## config.mk

```make
export PLATFORM = sky130hd
export DESIGN_NAME = mem_lsu_flat
export DESIGN_NICKNAME = d
export VERILOG_FILES = /design/src/rtl/mem_lsu_if.sv /design/src/rtl/mem_lsu.sv /design/src/flat_wrapper.sv
export SDC_FILE = /design/constraint.sdc
export NUM_CORES = 1
export LEC_CHECK = 0
export CORE_UTILIZATION = 45
export CTS_CLUSTER_SIZE = 40
export DETAILED_ROUTE_END_ITERATION = 16
export MAX_ROUTING_LAYER = met4
export PLACE_DENSITY = 0.82
export SLEW_MARGIN = 20
export SYNTH_ARGS = -nofsm -noshare
export SYNTH_HDL_FRONTEND = slang
export SYNTH_SLANG_ARGS = --single-unit
```

## constraint.sdc

```tcl
create_clock -name sys_clk -period 3.1 [get_ports sys_clk]
set_input_delay 0.62 -clock sys_clk [delete_from_list [all_inputs] [get_ports sys_clk]]
set_output_delay 0.62 -clock sys_clk [all_outputs]
set_load 0.03 [all_outputs]
```

## src/rtl/mem_lsu_if.sv

```systemverilog
// Request/response and byte-lane RAM bus of the load/store unit.
// The slave modport is the LSU's view; the master modport is the CPU/RAM side.
interface mem_lsu_if #(
    parameter int ADDR_WIDTH = 32,
    parameter int DATA_WIDTH = 32
);
    logic                    req_valid;
    logic                    req_ready;
    logic                    req_we;
    logic [1:0]              req_size;
    logic                    req_unsigned;
    logic [ADDR_WIDTH-1:0]   req_addr;
    logic [DATA_WIDTH-1:0]   req_wdata;

    logic                    rsp_valid;
    logic [DATA_WIDTH-1:0]   rsp_rdata;
    logic                    rsp_err;

    logic [DATA_WIDTH/8-1:0] ram_wen;
    logic [ADDR_WIDTH-1:0]   ram_w_addr;
    logic [DATA_WIDTH-1:0]   ram_w_data;
    logic                    ram_ren;
    logic [ADDR_WIDTH-1:0]   ram_r_addr;
    logic [DATA_WIDTH-1:0]   ram_r_data;

    modport slave (
        input  req_valid, req_we, req_size, req_unsigned, req_addr, req_wdata,
        input  ram_r_data,
        output req_ready, rsp_valid, rsp_rdata, rsp_err,
        output ram_wen, ram_w_addr, ram_w_data, ram_ren, ram_r_addr
    );

    modport master (
        output req_valid, req_we, req_size, req_unsigned, req_addr, req_wdata,
        output ram_r_data,
        input  req_ready, rsp_valid, rsp_rdata, rsp_err,
        input  ram_wen, ram_w_addr, ram_w_data, ram_ren, ram_r_addr
    );
endinterface

```

## src/rtl/mem_lsu.sv

```systemverilog
// Load/store initiator for the 4-lane data RAM: one request at a time, lane masks,
// rotated store data, aligned/extended load data. MISALIGN_SPLIT_EN splits misaligned accesses.
module mem_lsu #(
    parameter int ADDR_WIDTH = 32,
    parameter int DATA_WIDTH = 32
) (
    input  logic     sys_clk,
    input  logic     sys_rst_n,
    mem_lsu_if.slave bus
);

    localparam int LANES = DATA_WIDTH / 8;
    localparam logic [ADDR_WIDTH-3:0] WORD_ONE = 1;

`ifdef MISALIGN_SPLIT_EN
    localparam bit SPLIT_EN = 1'b1;
`else
    localparam bit SPLIT_EN = 1'b0;
`endif

    typedef enum logic [1:0] {
        S_IDLE,
        S_ISSUE1,
        S_ISSUE2,
        S_WAIT
    } state_t;

    state_t state, state_nxt;

    function automatic logic [LANES-1:0] size_mask(input logic [1:0] size);
        logic [LANES-1:0] m;
        case (size)
            2'd0:    m = 4'b0001;
            2'd1:    m = 4'b0011;
            default: m = 4'b1111;
        endcase
        return m;
    endfunction

    function automatic logic is_aligned(input logic [1:0] size, input logic [1:0] lane);
        logic ok;
        case (size)
            2'd0:    ok = 1'b1;
            2'd1:    ok = (lane[0] == 1'b0);
            2'd2:    ok = (lane == 2'd0);
            default: ok = 1'b0;
        endcase
        return ok;
    endfunction

    // Rotating (not shifting) keeps the spilled high bytes in the low lanes for a split second word.
    function automatic logic [DATA_WIDTH-1:0] rotl_lanes(input logic [DATA_WIDTH-1:0] d,
                                                         input logic [1:0] lane);
        logic [DATA_WIDTH-1:0] r;
        case (lane)
            2'd0:    r = d;
            2'd1:    r = {d[23:0], d[31:24]};
            2'd2:    r = {d[15:0], d[31:16]};
            default: r = {d[7:0],  d[31:8]};
        endcase
        return r;
    endfunction

    function automatic logic [DATA_WIDTH-1:0] load_extend(input logic [2*DATA_WIDTH-1:0] dw,
                                                          input logic [1:0] size,
                                                          input logic uns,
                                                          input logic [1:0] lane);
        logic [2*DATA_WIDTH-1:0] sh;
        logic signed [7:0]       byte_s;
        logic signed [15:0]      half_s;
        logic [DATA_WIDTH-1:0]   r;
        sh     = dw >> {lane, 3'b000};
        byte_s = sh[7:0];
        half_s = sh[15:0];
        case (size)
            2'd0:    r = uns ? {24'd0, sh[7:0]}  : 32'(byte_s);
            2'd1:    r = uns ? {16'd0, sh[15:0]} : 32'(half_s);
            default: r = sh[DATA_WIDTH-1:0];
        endcase
        return r;
    endfunction

    logic accept;
    logic rsvd_in, misal_in;

    assign accept   = bus.req_valid && (state == S_IDLE);
    assign rsvd_in  = (bus.req_size == 2'd3);
    assign misal_in = !rsvd_in && !is_aligned(bus.req_size, bus.req_addr[1:0]);

    // Stage p1: request registered at acceptance
    logic                  we_p1;
    logic [1:0]            size_p1;
    logic                  uns_p1;
    logic                  split_p1;
    logic                  err_p1;
    logic [ADDR_WIDTH-1:0] addr_p1;
    logic [DATA_WIDTH-1:0] wdata_p1;

    always_ff @(posedge sys_clk or negedge sys_rst_n) begin
        if (!sys_rst_n) begin
            state    <= S_IDLE;
            we_p1    <= 1'b0;
            size_p1  <= 2'd0;
            uns_p1   <= 1'b0;
            split_p1 <= 1'b0;
            err_p1   <= 1'b0;
        end else begin
            state <= state_nxt;
            if (accept) begin
                we_p1    <= bus.req_we;
                size_p1  <= bus.req_size;
                uns_p1   <= bus.req_unsigned;
                split_p1 <= misal_in && SPLIT_EN;
                err_p1   <= rsvd_in || (misal_in && !SPLIT_EN);
            end
        end
    end

    always_ff @(posedge sys_clk) begin
        if (accept) begin
            addr_p1  <= bus.req_addr;
            wdata_p1 <= rotl_lanes(bus.req_wdata, bus.req_addr[1:0]);
        end
    end

    // Stage p2: first word of a split load, present on the RAM bus during ISSUE2
    logic [DATA_WIDTH-1:0] rlo_p2;

    always_ff @(posedge sys_clk) begin
        if (state == S_ISSUE2) begin
            rlo_p2 <= bus.ram_r_data;
        end
    end

    logic [1:0]            lane_p1;
    logic [2*LANES-1:0]    foot_p1;
    logic [ADDR_WIDTH-1:0] addr_lo_p1;
    logic [ADDR_WIDTH-1:0] addr_hi_p1;
    logic [2*DATA_WIDTH-1:0] rd_dw;

    assign lane_p1    = addr_p1[1:0];
    assign foot_p1    = (2*LANES)'(size_mask(size_p1)) << lane_p1;
    assign addr_lo_p1 = {addr_p1[ADDR_WIDTH-1:2], 2'b00};
    assign addr_hi_p1 = {addr_p1[ADDR_WIDTH-1:2] + WORD_ONE, 2'b00};
    assign rd_dw      = split_p1 ? {bus.ram_r_data, rlo_p2} : {{DATA_WIDTH{1'b0}}, bus.ram_r_data};

    logic                  req_ready_c;
    logic                  rsp_valid_c;
    logic [DATA_WIDTH-1:0] rsp_rdata_c;
    logic                  rsp_err_c;
    logic [LANES-1:0]      ram_wen_c;
    logic [ADDR_WIDTH-1:0] ram_w_addr_c;
    logic [DATA_WIDTH-1:0] ram_w_data_c;
    logic                  ram_ren_c;
    logic [ADDR_WIDTH-1:0] ram_r_addr_c;

    always_comb begin
        state_nxt    = state;
        req_ready_c  = 1'b0;
        rsp_valid_c  = 1'b0;
        rsp_rdata_c  = '0;
        rsp_err_c    = 1'b0;
        ram_wen_c    = '0;
        ram_w_addr_c = '0;
        ram_w_data_c = '0;
        ram_ren_c    = 1'b0;
        ram_r_addr_c = '0;
        case (state)
            S_IDLE: begin
                req_ready_c = 1'b1;
                if (bus.req_valid) state_nxt = S_ISSUE1;
            end
            S_ISSUE1: begin
                if (err_p1) begin
                    rsp_valid_c = 1'b1;
                    rsp_err_c   = 1'b1;
                    state_nxt   = S_IDLE;
                end else begin
                    if (we_p1) begin
                        ram_wen_c    = foot_p1[LANES-1:0];
                        ram_w_addr_c = addr_lo_p1;
                        ram_w_data_c = wdata_p1;
                    end else begin
                        ram_ren_c    = 1'b1;
                        ram_r_addr_c = addr_lo_p1;
                    end
                    if (split_p1) begin
                        state_nxt = S_ISSUE2;
                    end else if (we_p1) begin
                        rsp_valid_c = 1'b1;
                        state_nxt   = S_IDLE;
                    end else begin
                        state_nxt = S_WAIT;
                    end
                end
            end
            S_ISSUE2: begin
                if (we_p1) begin
                    ram_wen_c    = foot_p1[2*LANES-1:LANES];
                    ram_w_addr_c = addr_hi_p1;
                    ram_w_data_c = wdata_p1;
                    rsp_valid_c  = 1'b1;
                    state_nxt    = S_IDLE;
                end else begin
                    ram_ren_c    = 1'b1;
                    ram_r_addr_c = addr_hi_p1;
                    state_nxt    = S_WAIT;
                end
            end
            S_WAIT: begin
                rsp_valid_c = 1'b1;
                rsp_rdata_c = load_extend(rd_dw, size_p1, uns_p1, lane_p1);
                state_nxt   = S_IDLE;
            end
            default: state_nxt = S_IDLE;
        endcase
    end

    assign bus.req_ready  = req_ready_c;
    assign bus.rsp_valid  = rsp_valid_c;
    assign bus.rsp_rdata  = rsp_rdata_c;
    assign bus.rsp_err    = rsp_err_c;
    assign bus.ram_wen    = ram_wen_c;
    assign bus.ram_w_addr = ram_w_addr_c;
    assign bus.ram_w_data = ram_w_data_c;
    assign bus.ram_ren    = ram_ren_c;
    assign bus.ram_r_addr = ram_r_addr_c;

endmodule

```

## src/flat_wrapper.sv

```systemverilog
// flat-port wrapper written by rule: the top's interface ports become plain ports
module mem_lsu_flat 
#(
    parameter int ADDR_WIDTH = 32,
    parameter int DATA_WIDTH = 32
)
  (sys_clk, sys_rst_n, bus_req_valid, bus_req_we, bus_req_size, bus_req_unsigned, bus_req_addr, bus_req_wdata, bus_ram_r_data, bus_req_ready, bus_rsp_valid, bus_rsp_rdata, bus_rsp_err, bus_ram_wen, bus_ram_w_addr, bus_ram_w_data, bus_ram_ren, bus_ram_r_addr);
  mem_lsu_if #(.ADDR_WIDTH(ADDR_WIDTH), .DATA_WIDTH(DATA_WIDTH)) bus_i ();
  input  logic sys_clk;
  input  logic sys_rst_n;
  input wire logic [$bits(bus_i.req_valid)-1:0] bus_req_valid;
  input wire logic [$bits(bus_i.req_we)-1:0] bus_req_we;
  input wire logic [$bits(bus_i.req_size)-1:0] bus_req_size;
  input wire logic [$bits(bus_i.req_unsigned)-1:0] bus_req_unsigned;
  input wire logic [$bits(bus_i.req_addr)-1:0] bus_req_addr;
  input wire logic [$bits(bus_i.req_wdata)-1:0] bus_req_wdata;
  input wire logic [$bits(bus_i.ram_r_data)-1:0] bus_ram_r_data;
  output wire logic [$bits(bus_i.req_ready)-1:0] bus_req_ready;
  output wire logic [$bits(bus_i.rsp_valid)-1:0] bus_rsp_valid;
  output wire logic [$bits(bus_i.rsp_rdata)-1:0] bus_rsp_rdata;
  output wire logic [$bits(bus_i.rsp_err)-1:0] bus_rsp_err;
  output wire logic [$bits(bus_i.ram_wen)-1:0] bus_ram_wen;
  output wire logic [$bits(bus_i.ram_w_addr)-1:0] bus_ram_w_addr;
  output wire logic [$bits(bus_i.ram_w_data)-1:0] bus_ram_w_data;
  output wire logic [$bits(bus_i.ram_ren)-1:0] bus_ram_ren;
  output wire logic [$bits(bus_i.ram_r_addr)-1:0] bus_ram_r_addr;
  assign bus_i.req_valid = bus_req_valid;
  assign bus_i.req_we = bus_req_we;
  assign bus_i.req_size = bus_req_size;
  assign bus_i.req_unsigned = bus_req_unsigned;
  assign bus_i.req_addr = bus_req_addr;
  assign bus_i.req_wdata = bus_req_wdata;
  assign bus_i.ram_r_data = bus_ram_r_data;
  assign bus_req_ready = bus_i.req_ready;
  assign bus_rsp_valid = bus_i.rsp_valid;
  assign bus_rsp_rdata = bus_i.rsp_rdata;
  assign bus_rsp_err = bus_i.rsp_err;
  assign bus_ram_wen = bus_i.ram_wen;
  assign bus_ram_w_addr = bus_i.ram_w_addr;
  assign bus_ram_w_data = bus_i.ram_w_data;
  assign bus_ram_ren = bus_i.ram_ren;
  assign bus_ram_r_addr = bus_i.ram_r_addr;
  mem_lsu #(.ADDR_WIDTH(ADDR_WIDTH), .DATA_WIDTH(DATA_WIDTH)) u_core (.sys_clk(sys_clk), .sys_rst_n(sys_rst_n), .bus(bus_i));
endmodule
```

Word level (Yosys, flattened, before mapping)
Cells that the tools add are included.
{ "classes": {"mux": 35, "n_reduce_logical": 9, "add_sub_neg": 1, "n_eq_ne": 10, "shifts": 2, "bitwise": 1} }
{ "op_table": {"columns": ["operator", "n"], "rows": [
  ["2-to-1 mux 32 bit", 11],
  ["one-hot mux 32 bit (2 select lines)", 4],
  ["one-hot mux 32 bit (3 select lines)", 1],
  [">> shifter 32 x 5 -> 32 bit", 1],
  ["adder 30 x 1 -> 30 bit, second input constant", 1],
  ["one-hot mux 4 bit (2 select lines)", 2],
  ["2-to-1 mux 4 bit", 3],
  ["== test 2 bit, second input constant", 5],
  ["== test 2 x 1 -> 1 bit, second input constant", 4],
  ["zero test 2 bit", 4],
  ["one-hot mux 2 bit (4 select lines)", 1],
  ["<< shifter 4 x 2 -> 8 bit", 1],
  ["2-to-1 mux 1 bit", 7],
  ["2-to-1 mux 2 bit", 3],
  ["one-hot mux 1 bit (3 select lines)", 2],
  ["logical AND 1 bit", 2],
  ["zero test 1 bit", 2],
  ["!= test 2 bit, second input constant", 1],
  ["one-hot mux 1 bit (2 select lines)", 1],
  ["logical OR 1 bit", 1],
  ["NOT 1 bit", 1]
]} }
{ "word_totals": {"output_inout_bits": 136, "register_bits": 71, "inputBits": 103} }

Depth between registers and ports, before layout
Gate-level depths: netlist of the first run.
{ "depth": {"word_depth": 6, "ltp_mapped": 8, "ltp_nobuf": 6} }

Worst setup path before layout of the first run
Ideal clock, no wire load.
{ "synth_path": {"kind": "flip-flop to output port", "startpoint": "register u_core.state[1]", "endpoint": "output bus_ram_w_addr[23]", "t_arrival_ns": 2.566, "setup_slack_ns": -0.086, "required_time_ns": 2.480, "n_path_buf": 2, "stages_incl_launch_ff": 7, "path_cell_list": "dfrtp_1 inv_1 ha_1 clkbuf_1 clkbuf_1 nand2_1 o311ai_0"} }
{ "synth_via": {"elab_chain_cells": 2} }
{ "synth_rtl": {"columns": ["item", "line", "text"], "rows": [
  ["from (decl)", "mem_lsu.sv:28", "state_t state, state_nxt;"],
  ["from (signal assigned)", "mem_lsu.sv:108", "state <= state_nxt;"],
  ["== test 2 bit or == test 2 x 1 -> 1 bit (tied branches)", null, null],
  ["one-hot mux 32 bit (2 select lines) *", "mem_lsu.sv:168", "case (state)"],
  ["to (decl)", "flat_wrapper.sv:23", "output wire logic [$bits(bus_i.ram_w_addr)-1:0] bus_ram_w_addr;"]
]} }
Mark *: on every way between the ends. The rest lies on a longest branch, timed or not.

Worst setup path after layout of the first run
{ "layout_path": {"startpoint": "register u_core.state[0]", "endpoint": "output bus_ram_r_addr[10]"} }
{ "layout_via": {"elab_chain_cells": 2} }
{ "layout_rtl": {"columns": ["item", "line", "text"], "rows": [
  ["== test 2 bit or == test 2 x 1 -> 1 bit (tied branches)", null, null],
  ["one-hot mux 32 bit (2 select lines) *", "mem_lsu.sv:168", null],
  ["to (decl)", "flat_wrapper.sv:26", "output wire logic [$bits(bus_i.ram_r_addr)-1:0] bus_ram_r_addr;"]
]} }
Marked as above.

==> results of run 1 <==
final timing paths:
kind | start | end | slack (ns) | depth (start not counted)
min in group sys_clk | u_core.state[1] | u_core.state[1] | 0.54 | 2
hold / removal | sys_rst_n | u_core.state[1] | 0.53 | 1
hold reg to reg | u_core.state[1] | u_core.state[1] | 0.54 | 2
setup reg to reg | u_core.state[0] | u_core.wdata_p1[6] | 1.31 | 5
setup / recovery | u_core.state[0] | bus_ram_r_addr[10] | 0.05 | 7
max in group asynchronous | sys_rst_n | u_core.state[0] | 2.35 | 1
synthesized netlist by cell type (all sizes together), types with 11 or more instances:
cell type  count  area, um2
nand3         42        210
buf           25        134
or4           18        135
mux2i         17        170
nor2          60        225
nand2         61        229
nor3          16       80.1
o211ai        19        143
or3           11       68.8
o21ai         41        205
clkbuf        49        186
a211oi        14        105
o311ai        11       96.4
mux4          33        743
nor2b         14       87.6
and2          46        288
edfxtp        64       1920
nand4         17        119
a21oi         40        200
final cells by class:
type	count	area, um2	share of cell area
multi-input cells	549	3960	0.420
repair buffers	308	2830	0.300
flip-flops and latches	71	2100	0.222
clock buffers	9	225	0.0239
well taps	176	220	0.0234
clock inverters	7	72.6	0.00770
inverters	6	25.0	0.00265
worst max-delay path: cells and delay by family, from the launching register on:
kind / cells / cell delay, ns
adders and majority gates: 1 / 0.25
and+or+nand+nor: 2 / 0.70
DFF: 1 / 0.40
AOI/OAI and AO/OA: 1 / 0.21
buffers and inverters: 3 / 0.53
sequential cells by signal, indices dropped and copies added, names as in the netlist:
name             count
u_core.state         2
u_core.addr_p1      32
u_core.uns_p1        1
u_core.size_p1       2
u_core.wdata_p1     32
u_core.err_p1        1
u_core.we_p1         1
stage by stage:
step,instances,setup TNS [ns],utilization
2_1_floorplan,700,-0.204,-
3_3_place_gp,1088,-0.314,0.655
3_5_place_dp,1088,-0.753,0.655
4_1_cts,1116,-0.0235,0.692
5_1_grt,1126,-0.0804,0.704
6_report,1126,0,0.704
layer usage:
layer  share of wire  wire [um]  vias up
li1                -          -     3176
met2            0.48      10100      407
met5               0          0        -
met1            0.40       8390     3204
met4           0.025        535        0
met3           0.096       2030       59
kinds of logic after synthesis:
family	count (synthesis)	share of synthesized area
compound gates	166	0.174
fa+ha+maj	6	0.0120
buf+inv	80	0.0548
flops	71	0.335
mux	55	0.155
other cells	1	0.000599
simple gates	318	0.268
power by group:
| part | switching [mW] | leakage (nW) | internal (mW) |
|---|---|---|---|
| combinational | 2.42 | 2.89 | 1.57 |
| clock | 0.415 | 0.143 | 0.624 |
| sequential | 0.191 | 0.679 | 1.32 |
| total | 3.03 | 3.71 | 3.52 |
what timing repair did:
action | CTS | global route
pin swaps | 8 | 3
cloned | 2 | 1
resized for setup | 28 | 25
buffers inserted | 10 | 9
setup endpoints to repair | 36 | 45
==> summary.json, run 1 <==
{
  "layout.cell_area.non_filler": {"value": 9430, "unit": "um2"},
  "final_critical_path_setup_slack": {"value": 0.0460, "unit": "ns"},
  "placed_cell_area": {"value": 8780, "unit": "um2"},
  "num_rows": {"value": 42},
  "crit_fanout": {"value": 18},
  "core_region_area": {"value": 13400, "unit": "um2"},
  "busiest_layer": {"value": "met2"},
  "worst_ir_drop_vdd": {"value": 0.398, "unit": "mV"},
  "cts_num_sinks": {"value": 71},
  "synth.lib_cells_used.distinct": {"value": 54},
  "netlist_area_pre_place": {"value": 6260, "unit": "um2"},
  "height_of_the_chip": {"value": 120, "unit": "um"},
  "grt_antenna_before_repair": {"value": 0},
  "power-per-cell-area": {"value": 694, "unit": "nW/um2"},
  "fin_crit": {"value": 3.05, "unit": "ns"},
  "met3_usage": {"value": 0.0760},
  "final_cell_mix": {"value": "buf_4, clkdlybuf4s50_1, edfxtp_1"},
  "grt_setup_unrepaired": {"value": "true"},
  "post_cts_hold_buffer_count": {"value": 0},
  "final_common_cell": {"value": "buf_4"},
  "track_usage": {"value": 0.291},
  "grt_first_pass_wirelength": {"value": 31900, "unit": "um"},
  "cts_tree": {"value": "done"},
  "worst-endpoint-required": {"value": 2.48, "unit": "ns"},
  "max_clock_freq": {"value": 327, "unit": "MHz"},
  "timing.critical_path.to_type": {"value": "output pin"},
  "antenna_cells": {"value": 0},
  "ctsLongestPathBuffers": {"value": 2},
  "post-dp-hpwl": {"value": 15000, "unit": "um"},
  "postSynthRegisterBits": {"value": 71},
  "post_synth_inst_count": {"value": 697},
  "cellLeakagePower": {"value": 3.71, "unit": "nW"},
  "post_synth.cell_area_avg": {"value": 8.98, "unit": "um2"},
  "floorplan.initialDensity": {"value": 0.467},
  "drt_pass1_iterations": {"value": 8},
  "slew_headroom": {"value": 0.603},
  "seq_area_frac_synth": {"value": 0.335},
  "fraction_of_final_layout_cells_with_drive_strength_greater_than_1": {"value": 0.300},
  "clk_pin_slew_worst_paths": {"value": 0.06, "unit": "ns"},
  "grtUsageMet2": {"value": 0.466},
  "grt-ovfl-total": {"value": 0},
  "cts_buffers": {"value": 9},
  "full_die_area": {"value": 14400, "unit": "um2"},
  "cap_viol_max_count": {"value": 0},
  "worst_slew_pin_slew": {"value": 0.586, "unit": "ns"},
  "drc_errors": {"value": 0},
  "cp_cell_sequence": {"value": "inv_1 > ha_2 > nand2b_1 > buf_12 > or4_1 > a21oi_2 > buf_4"},
  "worstSetupStartpointType": {"value": "flop"},
  "pre_cts_slack": {"value": -0.0878, "unit": "ns"},
  "wl_per_cell": {"value": 18.7, "unit": "um"},
  "synth_enable_flop_cells": {"value": 64},
  "fp.dieW": {"value": 120, "unit": "um"},
  "final_net_count": {"value": 1054},
  "synth_flop_cell": {"value": "edfxtp_1"},
  "finalHoldViolCount": {"value": 0},
  "worst_min_delay_path_class": {"value": "primary input to async pin"},
  "fillers": {"value": 1039},
  "slew_violations": {"value": 0},
  "report.final.setup_viol": {"value": 0},
  "asyncSetResetFlopFracSynth": {"value": 0.0986},
  "hold_ws": {"value": 0.526, "unit": "ns"},
  "yosysWarningCount": {"value": 0},
  "status": {"value": "completed"},
  "buffer_ports.inserted": {"value": 234},
  "cts.root.buffer_cell": {"value": "clkbuf_16"},
  "grt.met1_usage": {"value": 0.356},
  "cpMaxStageDelayCell": {"value": "or4_1"},
  "worst_ep_arrival_time": {"value": 2.43, "unit": "ns"},
  "worst_path_largest_cell_delay": {"value": 0.55, "unit": "ns"},
  "htree_num_levels": {"value": 3},
  "first_global_vias": {"value": 6229},
  "final.setup_skew": {"value": 0.00418, "unit": "ns"},
  "vias_per_cell": {"value": 6.08},
  "num_io_pins": {"value": 239},
  "vias": {"value": 6846},
  "min_period_over_period": {"value": 0.985},
  "area_delta_synth_final": {"value": 50.7, "unit": "%"},
  "grt_start_max_net_pins": {"value": 56},
  "drt_wl_total": {"value": 21100, "unit": "um"},
  "gp_congestion": {"value": 0.957},
  "total_power": {"value": 6.54, "unit": "mW"},
  "worstSkewPairLatency": {"value": 0.34, "unit": "ns"},
  "initialDrtViolationCount": {"value": 893},
  "postRouteAntennaNets": {"value": 0},
  "worstSetupPathType": {"value": "flop to output pin"}
}
Power figures use the tool's default switching activity.
==> run 2, diff against run 1 <==
--- a/config.mk
+++ b/config.mk
@@ -5,6 +5,7 @@
 export SDC_FILE = /design/constraint.sdc
 export NUM_CORES = 1
 export LEC_CHECK = 0
+export CORE_ASPECT_RATIO = 0.7
 export CORE_UTILIZATION = 45
 export CTS_CLUSTER_SIZE = 40
 export DETAILED_ROUTE_END_ITERATION = 16
==> run 2 against run 1 <==
The flow now finishes with violations (negative setup slack). Fmax is 2.5% lower. Flip-flop and latch count stayed put. Via count is 0.95% higher. First-iteration DRC count is 11% lower.
==> summary.json, run 2 (same netlist as run 1, synthesis figures left out) <==
{
  "status": {"value": "finished, violations left"},
  "failing_checks": {"value": "negative setup slack"},
  "cts_buffers": {"value": 9},
  "timing.critical_path.to_type": {"value": "output pin"},
  "worst_min_delay_path_class": {"value": "primary input to async pin"},
  "seqPwrFrac": {"value": 0.229},
  "drc_errors": {"value": 0},
  "slew_violations": {"value": 0},
  "worst_ir_drop_vdd": {"value": 0.476, "unit": "mV"},
  "endpoint": {"value": "bus_ram_w_addr[30]"},
  "first_global_vias": {"value": 6180},
  "htree_num_levels": {"value": 3},
  "slew_headroom": {"value": 0.476},
  "worstSkewPairLatency": {"value": 0.34, "unit": "ns"},
  "hold_ws": {"value": 0.556, "unit": "ns"},
  "postRouteAntennaNets": {"value": 0},
  "cpMaxStageDelayCell": {"value": "or4_1"},
  "grt_setup_unrepaired": {"value": "true"},
  "post-dp-hpwl": {"value": 15700, "unit": "um"},
  "cp_cell_sequence": {"value": "nand3_1 > or4_1 > or4_1 > o211ai_1 > buf_4"},
  "gp_congestion": {"value": 0.893},
  "worstSetupStartpointType": {"value": "flop"},
  "p_switching": {"value": 3.07, "unit": "mW"},
  "reg2reg_setup_slack": {"value": 1.15, "unit": "ns"},
  "fillers": {"value": 962},
  "path_common_cell": {"value": "or4_1"},
  "comb_power_share": {"value": 0.602},
  "placed_cell_area": {"value": 8800, "unit": "um2"},
  "wl_per_cell": {"value": 19.6, "unit": "um"},
  "worstSetupPathType": {"value": "flop to output pin"},
  "finalHoldViolCount": {"value": 0},
  "height_of_the_chip": {"value": 101, "unit": "um"},
  "final_common_cell": {"value": "buf_4"},
  "cap_viol_max_count": {"value": 0},
  "initialDrtViolationCount": {"value": 798},
  "crit_fanout": {"value": 7},
  "report.final.setup_viol": {"value": 5},
  "cts.root.buffer_cell": {"value": "clkbuf_16"},
  "post_cts_hold_buffer_count": {"value": 0},
  "antenna_cells": {"value": 0},
  "path_delay_family": {"value": "simple AND/OR/NAND/NOR gates"},
  "worst_path_largest_cell_delay": {"value": 0.67, "unit": "ns"},
  "path_depth": {"value": 5},
  "internal_power": {"value": 3.60, "unit": "mW"},
  "grt_first_pass_wirelength": {"value": 32800, "unit": "um"},
  "clk_pin_slew_worst_paths": {"value": 0.06, "unit": "ns"},
  "fin_crit": {"value": 3.13, "unit": "ns"},
  "final_critical_path_setup_slack": {"value": -0.0315, "unit": "ns"},
  "cts_num_sinks": {"value": 71},
  "timing.rr.start": {"value": "u_core.state[1]"},
  "min_period_over_period": {"value": 1.01},
  "cellLeakagePower": {"value": 3.71, "unit": "nW"},
  "r2r_cell_count": {"value": 5},
  "power_switching_share": {"value": 0.460},
  "grt_antenna_before_repair": {"value": 0},
  "drt_wl_total": {"value": 22100, "unit": "um"},
  "fraction_of_final_layout_cells_with_drive_strength_greater_than_1": {"value": 0.298},
  "final_util": {"value": 0.710},
  "area_delta_synth_final": {"value": 51.6, "unit": "%"},
  "critical_path_buf_inv_count": {"value": 1},
  "final_cell_mix": {"value": "buf_4, clkdlybuf4s50_1, edfxtp_1"},
  "grt-ovfl-total": {"value": 0},
  "cts_tree": {"value": "done"},
  "worst_ep_arrival_time": {"value": 2.51, "unit": "ns"},
  "final.setup_skew": {"value": 0.00633, "unit": "ns"},
  "ctsLongestPathBuffers": {"value": 2},
  "floorplan.initialDensity": {"value": 0.468},
  "timing.rr.end": {"value": "u_core.addr_p1[19]"},
  "max_clock_freq": {"value": 319, "unit": "MHz"},
  "num_rows": {"value": 35},
  "drt_pass1_iterations": {"value": 5},
  "core_region_area": {"value": 13400, "unit": "um2"},
  "final_net_count": {"value": 1045},
  "num_io_pins": {"value": 239},
  "worst_slew_pin_slew": {"value": 0.787, "unit": "ns"},
  "power-per-cell-area": {"value": 704, "unit": "nW/um2"},
  "totalNegativeSetupSlack": {"value": -0.0901, "unit": "ns"},
  "worstSetupStartpoint": {"value": "u_core.addr_p1[20]"},
  "fp.dieW": {"value": 143, "unit": "um"},
  "worst-endpoint-required": {"value": 2.48, "unit": "ns"},
  "power_frac_clock": {"value": 0.169},
  "vias_per_cell": {"value": 6.14},
  "biggest_regs": {"value": "u_core.addr_p1 x32, u_core.wdata_p1 x32"},
  "vias": {"value": 6911},
  "full_die_area": {"value": 14400, "unit": "um2"},
  "buffer_ports.inserted": {"value": 234},
  "grt_start_max_net_pins": {"value": 48},
  "track_usage": {"value": 0.308},
  "layout.cell_area.non_filler": {"value": 9490, "unit": "um2"}
}
==> run 2: cell types whose count changed in the layout (fill, tap and decap cells not counted), sizes merged <==
cell	previous run	this run
buf	200	194
bufinv	1	2
clkbuf	10	11
clkdlybuf4s15	0	1
clkdlybuf4s50	102	99
clkinv	5	3
dlygate4sd2	3	2
==> run 2: routing by layer <==
layer  global-route usage  vias to the layer above  part of all wire
met3               0.0608                       55              0.11
met1                0.397                     3223              0.40
met4                0.115                        0             0.031
li1                     -                     3150                 -
met2                0.481                      483              0.46
met5                    -                        -                 0
==> run 2: worst min path at each step <==
stage | endpoint | slack, ns
finish | u_core.state[1] | 0.56
global route | u_core.state[1] | 0.57
CTS | u_core.state[1] | 0.55
detailed placement | u_core.state[1] | 0.55
global placement | u_core.state[1] | 0.53
floorplan | u_core.err_p1 | 0.32
==> run 2: layout make-up <==
cell class              instances  area (um2)  share of cell area
multi-input cells             549        3960               0.418
repair buffers                299        2860               0.301
flip-flops and latches         71        2100               0.221
well taps                     185         231              0.0244
clock buffers                  10         229              0.0241
clock inverters                 6        83.8             0.00884
inverters                       6        22.5             0.00237
==> run 2: timing repair <==
action	in CTS	in global routing
buffers inserted	9	9
pin swaps	0	2
gates cloned	1	1
resized for setup	16	50
endpoints found under the setup margin	36	57
==> run 2: worst register-to-register path: cells and delay by family (launching register included) <==
| kind | cells | cell delay, ns |
|---|---|---|
| simple gates | 1 | 0.19 |
| fa+ha+maj | 1 | 0.19 |
| flops | 1 | 0.45 |
| buf+inv | 3 | 0.80 |
==> run 2: stage by stage <==
| stage | setup WS, ns | std cells | power [mW] |
|---|---|---|---|
| global route | -0.100 | 1126 | 6.95 |
| global placement | -0.0587 | 1090 | 5.27 |
| detailed placement | -0.118 | 1090 | 5.33 |
| finish | -0.0315 | 1126 | 6.67 |
| CTS | 0.000462 | 1116 | 6.52 |
| floorplan | -0.0510 | 700 | 3.75 |
==> run 2: power by group through the flow <==
| stage | combinational (mW) | clock, mW | sequential (mW) |
|---|---|---|---|
| 3_5_place_dp | 3.79 | 0 | 1.55 |
| 2_1_floorplan | 2.30 | 0 | 1.45 |
| 5_1_grt | 4.23 | 1.17 | 1.56 |
| 3_3_place_gp | 3.74 | 0 | 1.54 |
| 6_report | 4.02 | 1.13 | 1.53 |
| 4_1_cts | 3.87 | 1.13 | 1.52 |
